$ cat src/rtl/div_scheduler_pkg.sv
// rtl/div_scheduler_pkg.sv - FSM encodings, response flag type and pointer helper
package div_scheduler_pkg;

    localparam logic [1:0] ST_IDLE  = 2'd0;
    localparam logic [1:0] ST_ISSUE = 2'd1;
    localparam logic [1:0] ST_WAIT  = 2'd2;
    localparam logic [1:0] ST_RESP  = 2'd3;

    typedef struct packed {
        logic divzero;
        logic timeout;
    } rsp_flags_t;

    localparam rsp_flags_t FLAGS_NONE    = '{divzero: 1'b0, timeout: 1'b0};
    localparam rsp_flags_t FLAGS_DIVZERO = '{divzero: 1'b1, timeout: 1'b0};
    localparam rsp_flags_t FLAGS_TIMEOUT = '{divzero: 1'b0, timeout: 1'b1};

    function automatic int next_ptr(input int g, input int n);
        return (g + 1) % n;
    endfunction

endpackage

$ cat src/rtl/div_scheduler_if.sv
// rtl/div_scheduler_if.sv - requester and divider signal bundle for the scheduler
interface div_scheduler_if #(
    parameter int WIDTH = 12,
    parameter int NREQ  = 3
) ();
    logic [NREQ-1:0]       req_valid;
    logic [NREQ*WIDTH-1:0] req_dividend;
    logic [NREQ*WIDTH-1:0] req_divisor;
    logic [NREQ-1:0]       req_ready;
    logic [NREQ-1:0]       rsp_valid;
    logic [WIDTH-1:0]      rsp_quotient;
    logic                  rsp_divzero;
    logic                  rsp_timeout;
    logic [WIDTH-1:0]      div_dividend;
    logic [WIDTH-1:0]      div_divisor;
    logic                  div_start;
    logic                  div_busy;
    logic [WIDTH-1:0]      div_res;
    logic                  div_ready;

    modport slave (
        input  req_valid, req_dividend, req_divisor, div_busy, div_res, div_ready,
        output req_ready, rsp_valid, rsp_quotient, rsp_divzero, rsp_timeout,
               div_dividend, div_divisor, div_start
    );

    modport master (
        output req_valid, req_dividend, req_divisor, div_busy, div_res, div_ready,
        input  req_ready, rsp_valid, rsp_quotient, rsp_divzero, rsp_timeout,
               div_dividend, div_divisor, div_start
    );
endinterface

$ cat src/rtl/div_scheduler_rr_arbiter.sv
// rtl/div_scheduler_rr_arbiter.sv - combinational round-robin pick, first request at or after ptr
module div_scheduler_rr_arbiter #(
    parameter int NREQ = 3,
    parameter int IW   = $clog2(NREQ)
) (
    input  logic [NREQ-1:0] req,
    input  logic [IW-1:0]   ptr,
    output logic [NREQ-1:0] grant,
    output logic [IW-1:0]   idx,
    output logic            any
);
    int j;

    // Walk offsets from farthest to nearest so the nearest request wins.
    always_comb begin
        grant = '0;
        idx   = '0;
        any   = 1'b0;
        j     = 0;
        for (int k = NREQ - 1; k >= 0; k--) begin
            j = (int'(ptr) + k) % NREQ;
            if (req[j]) begin
                grant    = '0;
                grant[j] = 1'b1;
                idx      = IW'(j);
                any      = 1'b1;
            end
        end
    end
endmodule

$ cat src/rtl/div_scheduler.sv
// rtl/div_scheduler.sv - round-robin sharing of one sequential divider with
// local divide-by-zero handling and a hung-divider timeout
module div_scheduler
    import div_scheduler_pkg::*;
#(
    parameter int WIDTH   = 12,
    parameter int NREQ    = 3,
    parameter int TIMEOUT = 64
) (
    input  logic          clk,
    input  logic          rst_n,
    div_scheduler_if.slave bus
);
    localparam int IW = $clog2(NREQ);
    localparam int CW = $clog2(TIMEOUT);

    logic [1:0]       state;
    logic [IW-1:0]    ptr;
    logic [IW-1:0]    gidx;
    logic [WIDTH-1:0] op_a;
    logic [WIDTH-1:0] op_b;
    logic [WIDTH-1:0] quo;
    rsp_flags_t       flags;
    logic [CW-1:0]    cnt;

    logic [NREQ-1:0]  arb_grant;
    logic [IW-1:0]    arb_idx;
    logic             arb_any;
    logic [WIDTH-1:0] sel_a;
    logic [WIDTH-1:0] sel_b;
    logic             unused_busy;

    div_scheduler_rr_arbiter #(.NREQ(NREQ), .IW(IW)) u_arb (
        .req   (bus.req_valid),
        .ptr   (ptr),
        .grant (arb_grant),
        .idx   (arb_idx),
        .any   (arb_any)
    );

    assign sel_a       = bus.req_dividend[int'(arb_idx)*WIDTH +: WIDTH];
    assign sel_b       = bus.req_divisor[int'(arb_idx)*WIDTH +: WIDTH];
    assign unused_busy = bus.div_busy;

    always_ff @(posedge clk or negedge rst_n) begin
        if (!rst_n) begin
            state <= ST_IDLE;
            ptr   <= '0;
            gidx  <= '0;
            op_a  <= '0;
            op_b  <= '0;
            quo   <= '0;
            flags <= FLAGS_NONE;
            cnt   <= '0;
        end else begin
            case (state)
                ST_IDLE: begin
                    if (arb_any) begin
                        gidx <= arb_idx;
                        op_a <= sel_a;
                        op_b <= sel_b;
                        ptr  <= IW'(next_ptr(int'(arb_idx), NREQ));
                        if (sel_b == '0) begin
                            quo   <= '1;
                            flags <= FLAGS_DIVZERO;
                            state <= ST_RESP;
                        end else begin
                            state <= ST_ISSUE;
                        end
                    end
                end
                ST_ISSUE: begin
                    cnt   <= '0;
                    state <= ST_WAIT;
                end
                ST_WAIT: begin
                    if (bus.div_ready) begin
                        quo   <= bus.div_res;
                        flags <= FLAGS_NONE;
                        state <= ST_RESP;
                    end else if (cnt == CW'(TIMEOUT - 1)) begin
                        quo   <= '1;
                        flags <= FLAGS_TIMEOUT;
                        state <= ST_RESP;
                    end else begin
                        cnt <= cnt + 1'b1;
                    end
                end
                default: state <= ST_IDLE;
            endcase
        end
    end

    // Grant is combinational in IDLE; gating with rst_n keeps it quiet while reset is held.
    assign bus.req_ready    = (state == ST_IDLE && rst_n) ? arb_grant : '0;
    assign bus.rsp_valid    = (state == ST_RESP) ? (NREQ'(1) << gidx) : '0;
    assign bus.rsp_quotient = (state == ST_RESP) ? quo : '0;
    assign bus.rsp_divzero  = (state == ST_RESP) && flags.divzero;
    assign bus.rsp_timeout  = (state == ST_RESP) && flags.timeout;
    assign bus.div_start    = (state == ST_ISSUE);
    assign bus.div_dividend = op_a;
    assign bus.div_divisor  = op_b;
endmodule
$ cat src/flat_wrapper.sv
// flat-port wrapper written by rule: the top's interface ports become plain ports
module div_scheduler_flat import div_scheduler_pkg::*;
#(
    parameter int WIDTH   = 12,
    parameter int NREQ    = 3,
    parameter int TIMEOUT = 64
)
  (clk, rst_n, bus_req_valid, bus_req_dividend, bus_req_divisor, bus_div_busy, bus_div_res, bus_div_ready, bus_req_ready, bus_rsp_valid, bus_rsp_quotient, bus_rsp_divzero, bus_rsp_timeout, bus_div_dividend, bus_div_divisor, bus_div_start);
  div_scheduler_if #(.WIDTH(WIDTH), .NREQ(NREQ)) bus_i ();
  input  logic clk;
  input  logic rst_n;
  input wire logic [$bits(bus_i.req_valid)-1:0] bus_req_valid;
  input wire logic [$bits(bus_i.req_dividend)-1:0] bus_req_dividend;
  input wire logic [$bits(bus_i.req_divisor)-1:0] bus_req_divisor;
  input wire logic [$bits(bus_i.div_busy)-1:0] bus_div_busy;
  input wire logic [$bits(bus_i.div_res)-1:0] bus_div_res;
  input wire logic [$bits(bus_i.div_ready)-1:0] bus_div_ready;
  output wire logic [$bits(bus_i.req_ready)-1:0] bus_req_ready;
  output wire logic [$bits(bus_i.rsp_valid)-1:0] bus_rsp_valid;
  output wire logic [$bits(bus_i.rsp_quotient)-1:0] bus_rsp_quotient;
  output wire logic [$bits(bus_i.rsp_divzero)-1:0] bus_rsp_divzero;
  output wire logic [$bits(bus_i.rsp_timeout)-1:0] bus_rsp_timeout;
  output wire logic [$bits(bus_i.div_dividend)-1:0] bus_div_dividend;
  output wire logic [$bits(bus_i.div_divisor)-1:0] bus_div_divisor;
  output wire logic [$bits(bus_i.div_start)-1:0] bus_div_start;
  assign bus_i.req_valid = bus_req_valid;
  assign bus_i.req_dividend = bus_req_dividend;
  assign bus_i.req_divisor = bus_req_divisor;
  assign bus_i.div_busy = bus_div_busy;
  assign bus_i.div_res = bus_div_res;
  assign bus_i.div_ready = bus_div_ready;
  assign bus_req_ready = bus_i.req_ready;
  assign bus_rsp_valid = bus_i.rsp_valid;
  assign bus_rsp_quotient = bus_i.rsp_quotient;
  assign bus_rsp_divzero = bus_i.rsp_divzero;
  assign bus_rsp_timeout = bus_i.rsp_timeout;
  assign bus_div_dividend = bus_i.div_dividend;
  assign bus_div_divisor = bus_i.div_divisor;
  assign bus_div_start = bus_i.div_start;
  div_scheduler #(.WIDTH(WIDTH), .NREQ(NREQ), .TIMEOUT(TIMEOUT)) u_core (.clk(clk), .rst_n(rst_n), .bus(bus_i));
endmodule
$ cat config.mk
export PLATFORM = sky130hd
export DESIGN_NAME = div_scheduler_flat
export DESIGN_NICKNAME = d
export VERILOG_FILES = /design/src/rtl/div_scheduler_pkg.sv /design/src/rtl/div_scheduler_if.sv /design/src/rtl/div_scheduler_rr_arbiter.sv /design/src/rtl/div_scheduler.sv /design/src/flat_wrapper.sv
export SDC_FILE = /design/constraint.sdc
export NUM_CORES = 1
export LEC_CHECK = 0
export BUFFER_PORTS_ARGS = -buffer_cell sky130_fd_sc_hd__buf_4
export CAP_MARGIN = 40
export CORE_MARGIN = 5
export CORE_UTILIZATION = 49
export CTS_CLUSTER_DIAMETER = 120
export DETAILED_ROUTE_END_ITERATION = 10
export PLACE_DENSITY_LB_ADDON = 0.1
export SLEW_MARGIN = 5
export SYNTH_ARGS = -nofsm -noshare
export SYNTH_HDL_FRONTEND = slang
export SYNTH_SLANG_ARGS = --single-unit
$ cat constraint.sdc
create_clock -name clk -period 4.13 [get_ports clk]
set_clock_uncertainty 0.2 [all_clocks]
set_input_delay 0.826 -clock clk [delete_from_list [all_inputs] [get_ports clk]]
set_output_delay 0.826 -clock clk [all_outputs]
set_load 0.1 [all_outputs]
After elaboration in Yosys (flattened, before gate mapping)
Index checks and enable logic that the tools add are counted.
{"block": "word_totals", "input_bits": 91, "ff_bits": 50, "wordCells": 95, "out_inout_bits": 45}
{"block": "classes", "n_shift": 3, "div": 4, "mul": 1, "reduce_logical": 14, "n_eq_ne": 9, "addsub": 4, "n_mux": 45, "magnitude_cmp": 6}
{"op": "32-bit by 1-bit >= comparator with 1-bit output, second input constant", "n": 3}
{"op": "32-bit by 4-bit < comparator with 1-bit output, second input constant", "n": 3}
{"op": "32-bit by 3-bit modulo with 32-bit output, second input constant", "n": 3}
{"op": "36-bit by 32-bit variable part select with 12-bit output", "n": 2}
{"op": "12-bit two-way mux", "n": 5}
{"op": "3-bit by 3-bit modulo with 32-bit output, second input constant", "n": 1}
{"op": "12-bit one-hot mux with 2 select lines", "n": 1}
{"op": "2-bit two-way mux", "n": 11}
{"op": "3-bit two-way mux", "n": 5}
{"op": "12-bit zero test", "n": 1}
{"op": "1-bit two-way mux", "n": 12}
{"op": "6-bit two-way mux", "n": 2}
{"op": "6-bit one-hot mux with 2 select lines", "n": 1}
{"op": "2-bit by 1-bit adder with 3-bit output, second input constant", "n": 2}
{"op": "6-bit by 1-bit adder with 6-bit output, second input constant", "n": 1}
{"op": "1-bit binary-select mux with 2-bit select", "n": 3}
{"op": "1-bit demux with 2-bit select", "n": 3}
{"op": "6-bit equality test, second input constant", "n": 1}
{"op": "1-bit logical AND", "n": 6}
{"op": "2-bit one-hot mux with 3 select lines", "n": 1}
{"op": "2-bit equality test, second input constant", "n": 2}
{"op": "2-bit by 2-bit multiplier with 4-bit output, second input constant", "n": 1}
{"op": "2-bit by 1-bit != test with 1-bit output, second input constant", "n": 2}
{"op": "2-bit != test, second input constant", "n": 2}
{"op": "other kinds (10)", "n": 12}

Depth between registers and ports, before layout
Gate-level depths: netlist of run 1.
{"block": "logic_depth", "word_depth": 14, "mapped_depth": 14, "mapped_depth_nobuf": 11}

Cells and area by module
From an unflattened synthesis of run 1, not the netlist that was laid out.
{"block": "hier_totals", "hier_cells": 338, "area_unflattened_um2": 3176.8}
{"mod": "div_scheduler", "n_inst": 1, "seq_area_each_um2": 1251.2, "area_per_inst_um2": 2831.5, "cells_per_inst": 293}
{"mod": "div_scheduler_rr_arbiter", "n_inst": 1, "seq_area_each_um2": 0.0, "area_per_inst_um2": 345.3, "cells_per_inst": 45}

Least setup slack after synthesis of run 1
Ideal clock, no wire load.
{"block": "synth_path", "kind": "input to output", "startpoint": "in bus_req_valid[1]", "endpoint": "out bus_req_ready[1]", "arrival_time_ns": 3.110, "required_time_ns": 3.104, "n_path_buf": 1, "stages": 6, "slack_ns": -0.006, "path_cell_list": "buf_2 -> mux2i_1 -> o31a_1 -> o32ai_1 -> nand2b_1 -> a21oi_1"}
{"block": "synth_between", "elab_chain_cells": 7, "elab_cells_between_ends": 13, "classes_between": "13 x mux"}
{"element": "start, declared", "line_no": "flat_wrapper.sv:12", "text": "input wire logic [$bits(bus_i.req_valid)-1:0] bus_req_valid;"}
{"element": "1-bit binary-select mux with 2-bit select", "line_no": "div_scheduler_rr_arbiter.sv:22", "text": "if (req[j]) begin"}
{"element": "1-bit two-way mux (not written as such) (2 in series)", "line_no": "div_scheduler_rr_arbiter.sv:22"}
{"element": "3-bit two-way mux (2 in series)", "line_no": "div_scheduler_rr_arbiter.sv:22"}
{"element": "3-bit two-way mux (*)", "line_no": "div_scheduler_rr_arbiter.sv:22"}
{"element": "3-bit two-way mux (*)", "line_no": "div_scheduler.sv:95", "text": "assign bus.req_ready = (state == ST_IDLE && rst_n) ? arb_grant : '0;"}
{"element": "end, declared", "line_no": "flat_wrapper.sv:18", "text": "output wire logic [$bits(bus_i.req_ready)-1:0] bus_req_ready;"}
Every way passes the cells marked *; elsewhere a longest branch is shown, timed or not. The select of a mux whose other input is x is not followed.

Worst setup path after layout of run 1
{"block": "layout_path", "startpoint": "reg u_core.ptr[0]", "endpoint": "reg u_core.quo[5]"}
{"block": "layout_between", "elab_chain_cells": 13, "elab_cells_between_ends": 26, "classes_between": "2 x add/sub; 1 x mul; 3 x div; 2 x eq/ne; 1 x shift; 15 x mux; 2 x reduce/logical"}
{"element": "start, declared", "line_no": "div_scheduler.sv:18", "text": "logic [IW-1:0] ptr;"}
{"element": "start signal, assigned", "line_no": "div_scheduler.sv:62", "text": "ptr <= IW'(next_ptr(int'(arb_idx), NREQ));"}
{"element": "2-bit by 2-bit adder with 3-bit output", "line_no": "div_scheduler_rr_arbiter.sv:21", "text": "j = (int'(ptr) + k) % NREQ;"}
{"element": "32-bit by 3-bit modulo with 32-bit output", "line_no": "div_scheduler_rr_arbiter.sv:21"}
{"element": "1-bit binary-select mux with 2-bit select", "line_no": "div_scheduler_rr_arbiter.sv:22"}
{"element": "1-bit two-way mux (not written as such) (2 in series)", "line_no": "div_scheduler_rr_arbiter.sv:22"}
{"element": "2-bit two-way mux (3 in series)", "line_no": "div_scheduler_rr_arbiter.sv:22"}
{"element": "2-bit by 2-bit multiplier with 4-bit output", "line_no": "div_scheduler.sv:42", "text": "assign sel_b = bus.req_divisor[int'(arb_idx)*WIDTH +: WIDTH];"}
{"element": "36-bit by 32-bit variable part select with 12-bit output", "line_no": "div_scheduler.sv:42"}
{"element": "12-bit zero test", "line_no": "div_scheduler.sv:63", "text": "if (sel_b == '0) begin"}
{"element": "2-bit by 1-bit != test with 1-bit output (no line)"}
{"element": "4-bit AND reduction (no line) (*)"}
{"element": "end signal, assigned", "line_no": "div_scheduler.sv:78", "text": "quo <= bus.div_res;"}
{"element": "end, declared", "line_no": "div_scheduler.sv:22", "text": "logic [WIDTH-1:0] quo;"}
Marks and branches as above.
A chain may end at the register's enable or synchronous reset.

==> metrics.txt, run 1 <==
largest net degree at the start of global routing 51; Synth area leaders dfrtp_1, mux2i_1, nor2_1; most numerous cell in the Yosys netlist dfrtp_1; EDFF count, synth 0; Synth top cells by count dfrtp_1, nor2_1, nand2_1, o21ai_0, a21oi_1; first-pass GRT wire length between 10000 and 15000 um; Longest Clk Path Bufs 2; share of post-route cells with drive strength above 1 34.7%; gpl congestion 0.790; H-tree levels 2; Synth Cell Area 0.00333 mm2; clock-pin slew on the worst setup and hold paths 0.10 ns; final hold vios 0; synthesized area per cell 8.78 um2; Site Rows 30; register bit total from synthesis 50; HP Start u_core.bus.div_divisor[11]; asr flop ratio synth between 90% and 100%; Die Area 0.00854 mm2; CTS tree done; Worst path max stage delay approximately 0.51 ns; CTS hold repair buffers 0; Top FF cell, synth dfrtp_1; r2r worst-path depth 11; Via density 5.37; CTS root buffer clkbuf_8; Cells after Synth 379; GRT Overall Usage slightly above 20%; crit-path most repeated cell mux2i_1; Initial DRC Count between 60 and 70; Worst R2R End u_core.quo[5]; WL per Instance 14.7 um; fmax between 200 and 300 MHz; clock latency at the later pin of the worst-skew pair 0.30 ns; post-synth top area share 37.6%; register-to-register setup slack 0.27 ns; Worst Path Buf+Inv 1; DRC 0; ant diodes 0; Core Box Area 0.00672 mm2; Total Neg Setup Slack 0 ns; RSZ-0062 raised after global routing no; drt pass-1 iters 4; CP Launch Type register; Ports roughly 140; sequential area share after synthesis between 30% and 40%; initial antenna violation count 0; cell type with the largest total area after synthesis dfrtp_1; critical path capture point type register; Layout area overhead 34.0%; CTS Buf Count 5; vias in the first global route about 3100; Setup crit start u_core.ptr[0]; post_cts resized 0; post-route ant nets 0; final setup vio count 0; chip width 92.4 um; Initial Utilization 49.6%; outcome finished clean; max cap viols 0; required time of the critical path 4.16 ns; chip height 92.4 um; Final min period 3.86 ns; synth warn 0; critical-path maximum fanout 13; setup bufs post-CTS 0; Buffers on Ports 134; delay-heaviest family, CP compound AO/OA/AOI/OAI gates; syn_nets 479; Worst Max-Slew Pin Slew 0.736 ns; Routed WL 8580 um; CP cell instances inv_1 > ha_1 > mux2i_1 > o21ai_4 > o2111ai_4 > nand3_1 > a31oi_1 > a2111oi_4 > nand3_2 > o2bb2ai_4 > mux2i_1; # nets final 604; Final period util 93.5%; TritonCTS Sinks 50; CP Class register to register; worst min path class register to register; vias about 3100; hold depth 2; worst endpoint data arrival time 3.89 ns; final max-slew violation count 0; Worst path slowest cell ha_1; Worst R2R Start u_core.ptr[0]; relative slew slack 50.7%; dpl hpwl 6680 um; hold endpoint u_core.bus.div_divisor[11]; Distinct cells, synth 59; grt ovf 0; fill count just under 600
[stage by stage]
stage | area [um2] | instances | util, % | hold slack (ns) | worst slack (ns)
6_report | 4460 | 584 | 66.4 | 0.287 | 0.270
5_1_grt | 4460 | 584 | 66.4 | 0.327 | 0.0103
4_1_cts | 4460 | 584 | 66.4 | 0.294 | 0.255
3_5_place_dp | 4380 | 577 | 65.2 | 0.271 | 0.278
3_3_place_gp | 4370 | 576 | 65.1 | 0.265 | 0.270
2_1_floorplan | 3330 | 379 | - | 0.277 | 0.0743
[worst max-delay path by stage]
| stage | end | slack, ns | depth (start not counted) |
|---|---|---|---|
| 2_1_floorplan | bus_req_ready[2] | 0.07 | 6 |
| 3_3_place_gp | u_core.quo[2] | 0.27 | 11 |
| 3_5_place_dp | u_core.quo[5] | 0.28 | 11 |
| 4_1_cts | u_core.quo[5] | 0.25 | 11 |
| 5_1_grt | u_core.flags[0] | 0.01 | 10 |
| 6_report | u_core.quo[5] | 0.27 | 11 |
[layout by cell type (no fill, tap or decap), types with 3 or more instances in the layout]
master | netlist | layout
mux2i_1 | 28 | 28
nor3_1 | 3 | 3
a21oi_1 | 30 | 29
a31oi_1 | 13 | 13
xor2_1 | 3 | 3
o21ai_0 | 32 | 32
nand2b_1 | 5 | 5
nand3_1 | 13 | 13
clkbuf_8 | 0 | 5
inv_1 | 22 | 22
mux2_2 | 9 | 9
ha_1 | 9 | 9
nand2_1 | 34 | 34
and2_1 | 15 | 15
nor2b_1 | 3 | 3
nor2_1 | 43 | 43
buf_4 | 2 | 140
dfrtp_1 | 50 | 50
[final cells by class]
class	count	area, um2	area share [%]
Clock buffer	5	68.8	1.54
Clock inverter	2	13.8	0.308
Inverter	22	82.6	1.85
Multi-Input combinational cell	285	1900	42.5
Sequential cell	50	1250	28.0
Tap cell	80	100	2.24
Timing Repair Buffer	140	1050	23.5
[cells by family after synthesis]
family	Yosys count	share of synthesized area, %
and+or+nand+nor	135	20.3
AOI/OAI and AO/OA	101	20.4
DFF	50	37.6
buffers and inverters	44	6.13
muxes	37	11.5
adders and majority gates	9	3.38
xor gates and xnor gates	3	0.789
[registers in the layout, indices dropped and copies added, names as in the netlist]
| name | count |
|---|---|
| u_core.bus.div_dividend | 12 |
| u_core.bus.div_divisor | 12 |
| u_core.ptr | 2 |
| u_core.cnt | 6 |
| u_core.gidx | 2 |
| u_core.quo | 12 |
| u_core.flags | 2 |
| u_core.state | 2 |
[tightest hold or removal path, cell delays in order (launching register included)]
cell	delay, ns
dfrtp_1	0.35
nand2_1	0.05
o21ai_0	0.06
[layer usage]
metal,vias to the layer above,track usage [%],wire length [um]
li1,1576,-,-
met1,1444,26.1,3570
met2,100,33.9,4110
met3,15,6.99,725
met4,0,5.45,170
met5,-,0,0
Power of run 1 is left out: the tool's default activity adds up to more than one toggle a clock period on the data nets, which glitch-free logic cannot reach.
==> run 2, diff against run 1 <==
==> constraint.sdc (replaced) <==
create_clock -name clk -period 4.13 [get_ports clk]
set_clock_uncertainty 0.2 [all_clocks]
set_input_delay 0.6195 -clock clk [delete_from_list [all_inputs] [get_ports clk]]
set_output_delay 0.6195 -clock clk [all_outputs]
set_load 0.1 [all_outputs]
==> metrics.txt, run 2 (synthesis gave the netlist of run 1 again) <==
register-to-register setup slack 0.42 ns (was 0.27 ns); Via density 5.40 (was 5.37); outcome finished clean (unchanged); CP Class register to register (unchanged); Worst path max stage delay 0.50 ns (was 0.51 ns); ant diodes 0 (unchanged); required time of the critical path 4.17 ns (was 4.16 ns); TritonCTS Sinks 50 (unchanged); Final min period 3.71 ns (was 3.86 ns); CTS hold repair buffers 0 (unchanged); gpl congestion 0.789 (was 0.790); Total Neg Setup Slack 0 ns (unchanged); relative slew slack 48.8% (was 50.7%); worst min path class primary input to async pin (was register to register); # nets final 605 (was 604); footprint of the multi-input gates 0.00189 mm2 (was 0.00190 mm2); initial antenna violation count 0 (unchanged); critical-path maximum fanout 13 (unchanged); Routed WL 8870 um (was 8580 um); Core Box Area 0.00672 mm2 (unchanged); dpl hpwl 6830 um (was 6680 um); CP Launch Type register (unchanged); final max-slew violation count 0 (unchanged); largest net degree at the start of global routing 51 (unchanged); Initial Utilization 49.6% (unchanged); DRC 0 (unchanged); Site Rows 30 (unchanged); Final period util 89.7% (was 93.5%); r2r worst-path depth 11 (unchanged); clock latency at the later pin of the worst-skew pair 0.31 ns (was 0.30 ns); H-tree levels 2 (unchanged); first-pass GRT wire length 14800 um (was 14600 um); most frequent cells in the layout buf_4, dfrtp_1, nor2_1, nand2_1, o21ai_0 (unchanged); CTS root buffer clkbuf_8 (unchanged); CP cell instances inv_1 > ha_2 > mux2i_1 > o21ai_4 > o2111a_1 > o21ai_0 > a31oi_1 > a2111oi_4 > nand3_2 > o2bb2ai_4 > mux2i_1 (was inv_1 > ha_1 > mux2i_1 > o21ai_4 > o2111ai_4 > nand3_1 > a31oi_1 > a2111oi_4 > nand3_2 > o2bb2ai_4 > mux2i_1); share of post-route cells with drive strength above 1 35.0% (was 34.7%); critical path capture point type register (unchanged); CTS tree done (unchanged); final setup vio count 0 (unchanged); crit-path most repeated cell mux2i_1 (unchanged); fmax 270 MHz (was 259 MHz); CTS Buf Count 5 (unchanged); chip height 92.4 um (unchanged); Die Area 0.00854 mm2 (unchanged); Worst Max-Slew Pin Slew 0.764 ns (was 0.736 ns); Worst R2R Start u_core.ptr[0] (unchanged); Layout area overhead 35.3% (was 34.0%); WL per Instance 15.1 um (was 14.7 um); worst endpoint data arrival time 3.75 ns (was 3.89 ns); Worst R2R End u_core.quo[4] (was u_core.quo[5]); final hold vios 0 (unchanged); clock-pin slew on the worst setup and hold paths 0.10 ns (about the same); fill count 585 (was 577); FF/Latch Area 0.00125 mm2 (unchanged); vias in the first global route 3234 (was 3110); drt pass-1 iters 6 (was 4); Ports 136 (unchanged); grt ovf 0 (unchanged); Initial DRC Count 194 (was 63); RSZ-0062 raised after global routing no (unchanged); post-route ant nets 0 (unchanged); chip width 92.4 um (unchanged); max cap viols 0 (unchanged); vias 3165 (was 3135); Buffers on Ports 134 (unchanged); most common cell after layout, fill and taps aside buf_4 (unchanged); GRT Overall Usage 20.9% (was 20.7%); Longest Clk Path Bufs 2 (unchanged); Worst path slowest cell o2bb2ai_4 (was ha_1)
==> run 2: cell count changes in the layout (fill, tap and decap cells not counted), sizes merged <==
| cell | previous run | this run |
|---|---|---|
| clkinv | 1 | 0 |
| buf | 140 | 141 |
| bufinv | 0 | 1 |
| clkinvlp | 0 | 1 |
==> run 2: cell type report <==
cell class | count | area share, %
Inverter | 22 | 1.83
Multi-Input combinational cell | 285 | 42.1
Clock inverter | 3 | 1.08
Timing Repair Buffer | 141 | 23.5
Clock buffer | 5 | 1.53
Tap cell | 80 | 2.22
Sequential cell | 50 | 27.8
==> run 2: stage by stage <==
stage | hold WS (ns) | area, um2 | cells | util, % | setup WS, ns
2_1_floorplan | 0.124 | 3330 | 379 | - | 0.302
3_3_place_gp | 0.265 | 4380 | 577 | 65.1 | 0.290
3_5_place_dp | 0.272 | 4380 | 578 | 65.3 | 0.267
4_1_cts | 0.256 | 4500 | 586 | 67.0 | 0.250
5_1_grt | 0.285 | 4500 | 586 | 67.0 | 0.113
6_report | 0.216 | 4500 | 586 | 67.0 | 0.423
==> run 2: what timing repair did <==
action                     in CTS  in global routing
setup endpoints to repair       0                 13
gates resized for setup         0                  1
hold endpoints to repair        0                  0
buffers inserted                0                  0
==> run 2: how the worst max path moves through the flow <==
stage	startpoint	end	slack (ns)
after floorplan	u_core.ptr[0]	bus_req_ready[1]	0.30
after global placement	u_core.ptr[0]	u_core.quo[11]	0.29
after detailed placement	u_core.ptr[0]	u_core.quo[11]	0.27
after CTS	u_core.ptr[0]	u_core.quo[11]	0.25
after global routing	u_core.ptr[0]	u_core.quo[9]	0.11
final	u_core.ptr[0]	u_core.quo[4]	0.42
==> run 2: critical path, delay by kind of cell, from the launching register on <==
kind	cells	cell delay [ns]
AOI/OAI and AO/OA	6	1.69
muxes	2	0.69
DFF	1	0.42
adders and majority gates	1	0.37
and+or+nand+nor	1	0.16
buffers and inverters	1	0.09
==> run 2: per-layer routing <==
| metal | vias to the layer above | share of wire, % | global-route usage, % |
|---|---|---|---|
| met5 | - | 0 | 0 |
| met4 | 0 | 1.8 | 5.45 |
| met3 | 14 | 7.5 | 5.77 |
| met2 | 106 | 49 | 36.3 |
| met1 | 1473 | 42 | 25.6 |
| li1 | 1572 | - | - |
Power of run 2 is left out for the same reason.
==> run 3, diff against run 2 <==
clock period = 3.63 ns   (was 4.13 ns; I/O delays follow)
==> metrics.txt, run 3 (synthesis gave the netlist of run 1 again) <==
Initial Utilization 49.6% (unchanged); CP Launch Type register (unchanged); grt ovf 0 (unchanged); dpl hpwl 7100 um (was 6830 um); fmax 293 MHz (was 270 MHz); Ports 136 (unchanged); Final min period 3.42 ns (was 3.71 ns); initial antenna violation count 0 (unchanged); Worst R2R Start u_core.ptr[0] (unchanged); gpl congestion 0.799 (was 0.789); clock latency at the later pin of the worst-skew pair 0.31 ns (about the same); most common cell after layout, fill and taps aside buf_4 (unchanged); final setup vio count 0 (unchanged); CTS Buf Count 5 (unchanged); worst min path class primary input to async pin (unchanged); # nets final 612 (was 605); vias in the first global route 3289 (was 3234); CTS root buffer clkbuf_8 (unchanged); chip width 92.4 um (unchanged); Setup crit start u_core.ptr[0] (unchanged); Layout area overhead 36.8% (was 35.3%); Initial DRC Count 108 (was 194); DRC 0 (unchanged); chip height 92.4 um (unchanged); Worst Max-Slew Pin Slew 0.784 ns (was 0.764 ns); share of post-route cells with drive strength above 1 36.5% (was 35.0%); Buffers on Ports 134 (unchanged); vias 3180 (was 3165); WL per Instance 15.2 um (was 15.1 um); Site Rows 30 (unchanged); required time of the critical path 3.66 ns (was 4.17 ns); Routed WL 8980 um (was 8870 um); first-pass GRT wire length 15100 um (was 14800 um); RSZ-0062 raised after global routing no (unchanged); Core Box Area 0.00672 mm2 (unchanged); most frequent cells in the layout buf_4, dfrtp_1, nor2_1, nand2_1, o21ai_0 (unchanged); outcome finished clean (unchanged); worst endpoint data arrival time 3.45 ns (was 3.75 ns); CP Class register to register (unchanged); CTS tree done (unchanged); largest net degree at the start of global routing 51 (unchanged); drt pass-1 iters 4 (was 6); GRT Overall Usage 21.6% (was 20.9%); Die Area 0.00854 mm2 (unchanged); clock-pin slew on the worst setup and hold paths 0.09 ns (was 0.10 ns); critical path capture point type register (unchanged); H-tree levels 2 (unchanged); Longest Clk Path Bufs 2 (unchanged); final hold vios 0 (unchanged); post-route ant nets 0 (unchanged); Total Neg Setup Slack 0 ns (unchanged); final max-slew violation count 0 (unchanged); critical-path maximum fanout 13 (unchanged); Via density 5.37 (was 5.40); relative slew slack 47.5% (was 48.8%); ant diodes 0 (unchanged); CTS hold repair buffers 0 (unchanged); TritonCTS Sinks 50 (unchanged); max cap viols 0 (unchanged); Final period util 94.2% (was 89.7%)
==> run 3: cell count changes in the layout (fill, tap and decap cells not counted), sizes merged <==
cell and delta:
bufinv -1, clkinvlp -1, buf +7, clkinv +1
==> run 3: worst max-delay path, cell delays in order (launching register included) <==
cell	delay (ns)
dfrtp_1	0.41
inv_1	0.09
ha_2	0.39
buf_4	0.18
nand3b_1	0.13
o21ai_4	0.15
o2111ai_4	0.32
nand3_1	0.17
a31oi_1	0.19
a2111oi_4	0.36
nand3_2	0.15
o2bb2ai_4	0.19
buf_12	0.17
mux2i_1	0.21
==> run 3: cell type report <==
class                      instances  area (um2)
clock buffer                       5        68.8
sequential                        50        1250
timing repair buffer             148        1120
multi-input combinational        285        1920
tap                               80         100
fill                             596        2160
inverter                          22        82.6
clock inverter                     2        13.8
==> run 3: worst paths after layout <==
kind / slack (ns) / to / depth (start not counted)
max in group asynchronous: 2.64 / u_core.flags[0] / 2
hold / removal: 0.16 / u_core.cnt[2] / 2
min in group clk: 0.29 / u_core.bus.div_dividend[4] / 2
setup / recovery: 0.21 / u_core.quo[3] / 13
hold reg to reg: 0.29 / u_core.bus.div_dividend[4] / 2
setup reg to reg: 0.21 / u_core.quo[3] / 13
==> run 3: repair_timing <==
action,4_1_cts,5_1_grt
setup buffers,0,0
hold endpoints to repair,0,0
endpoints found under the setup margin,0,14
gates resized for setup,0,4
==> run 3: per-layer routing <==
metal  up-vias  part of all wire (%)  global-route usage, %  wire length [um]
li1       1586                     -                      -                 -
met1      1479                    41                   25.5              3660
met2       100                    50                   37.5              4480
met3        15                   7.4                   6.66               666
met4         0                   2.0                   6.93               182
met5         -                     0                      0                 0
==> run 3: metrics by stage <==
step / setup WS, ns / hold WS, ns / std cells / cell area (um2) / utilization, %
finish: 0.212 / 0.161 / 592 / 4560 / 67.8
global placement: 0.214 / 0.265 / 585 / 4460 / 66.3
floorplan: 0.0329 / 0.0489 / 379 / 3340 / -
global route: 0.0114 / 0.216 / 592 / 4560 / 67.8
detailed placement: 0.102 / 0.271 / 585 / 4460 / 66.3
CTS: 0.0599 / 0.183 / 592 / 4540 / 67.5
Power of run 3 is left out for the same reason.
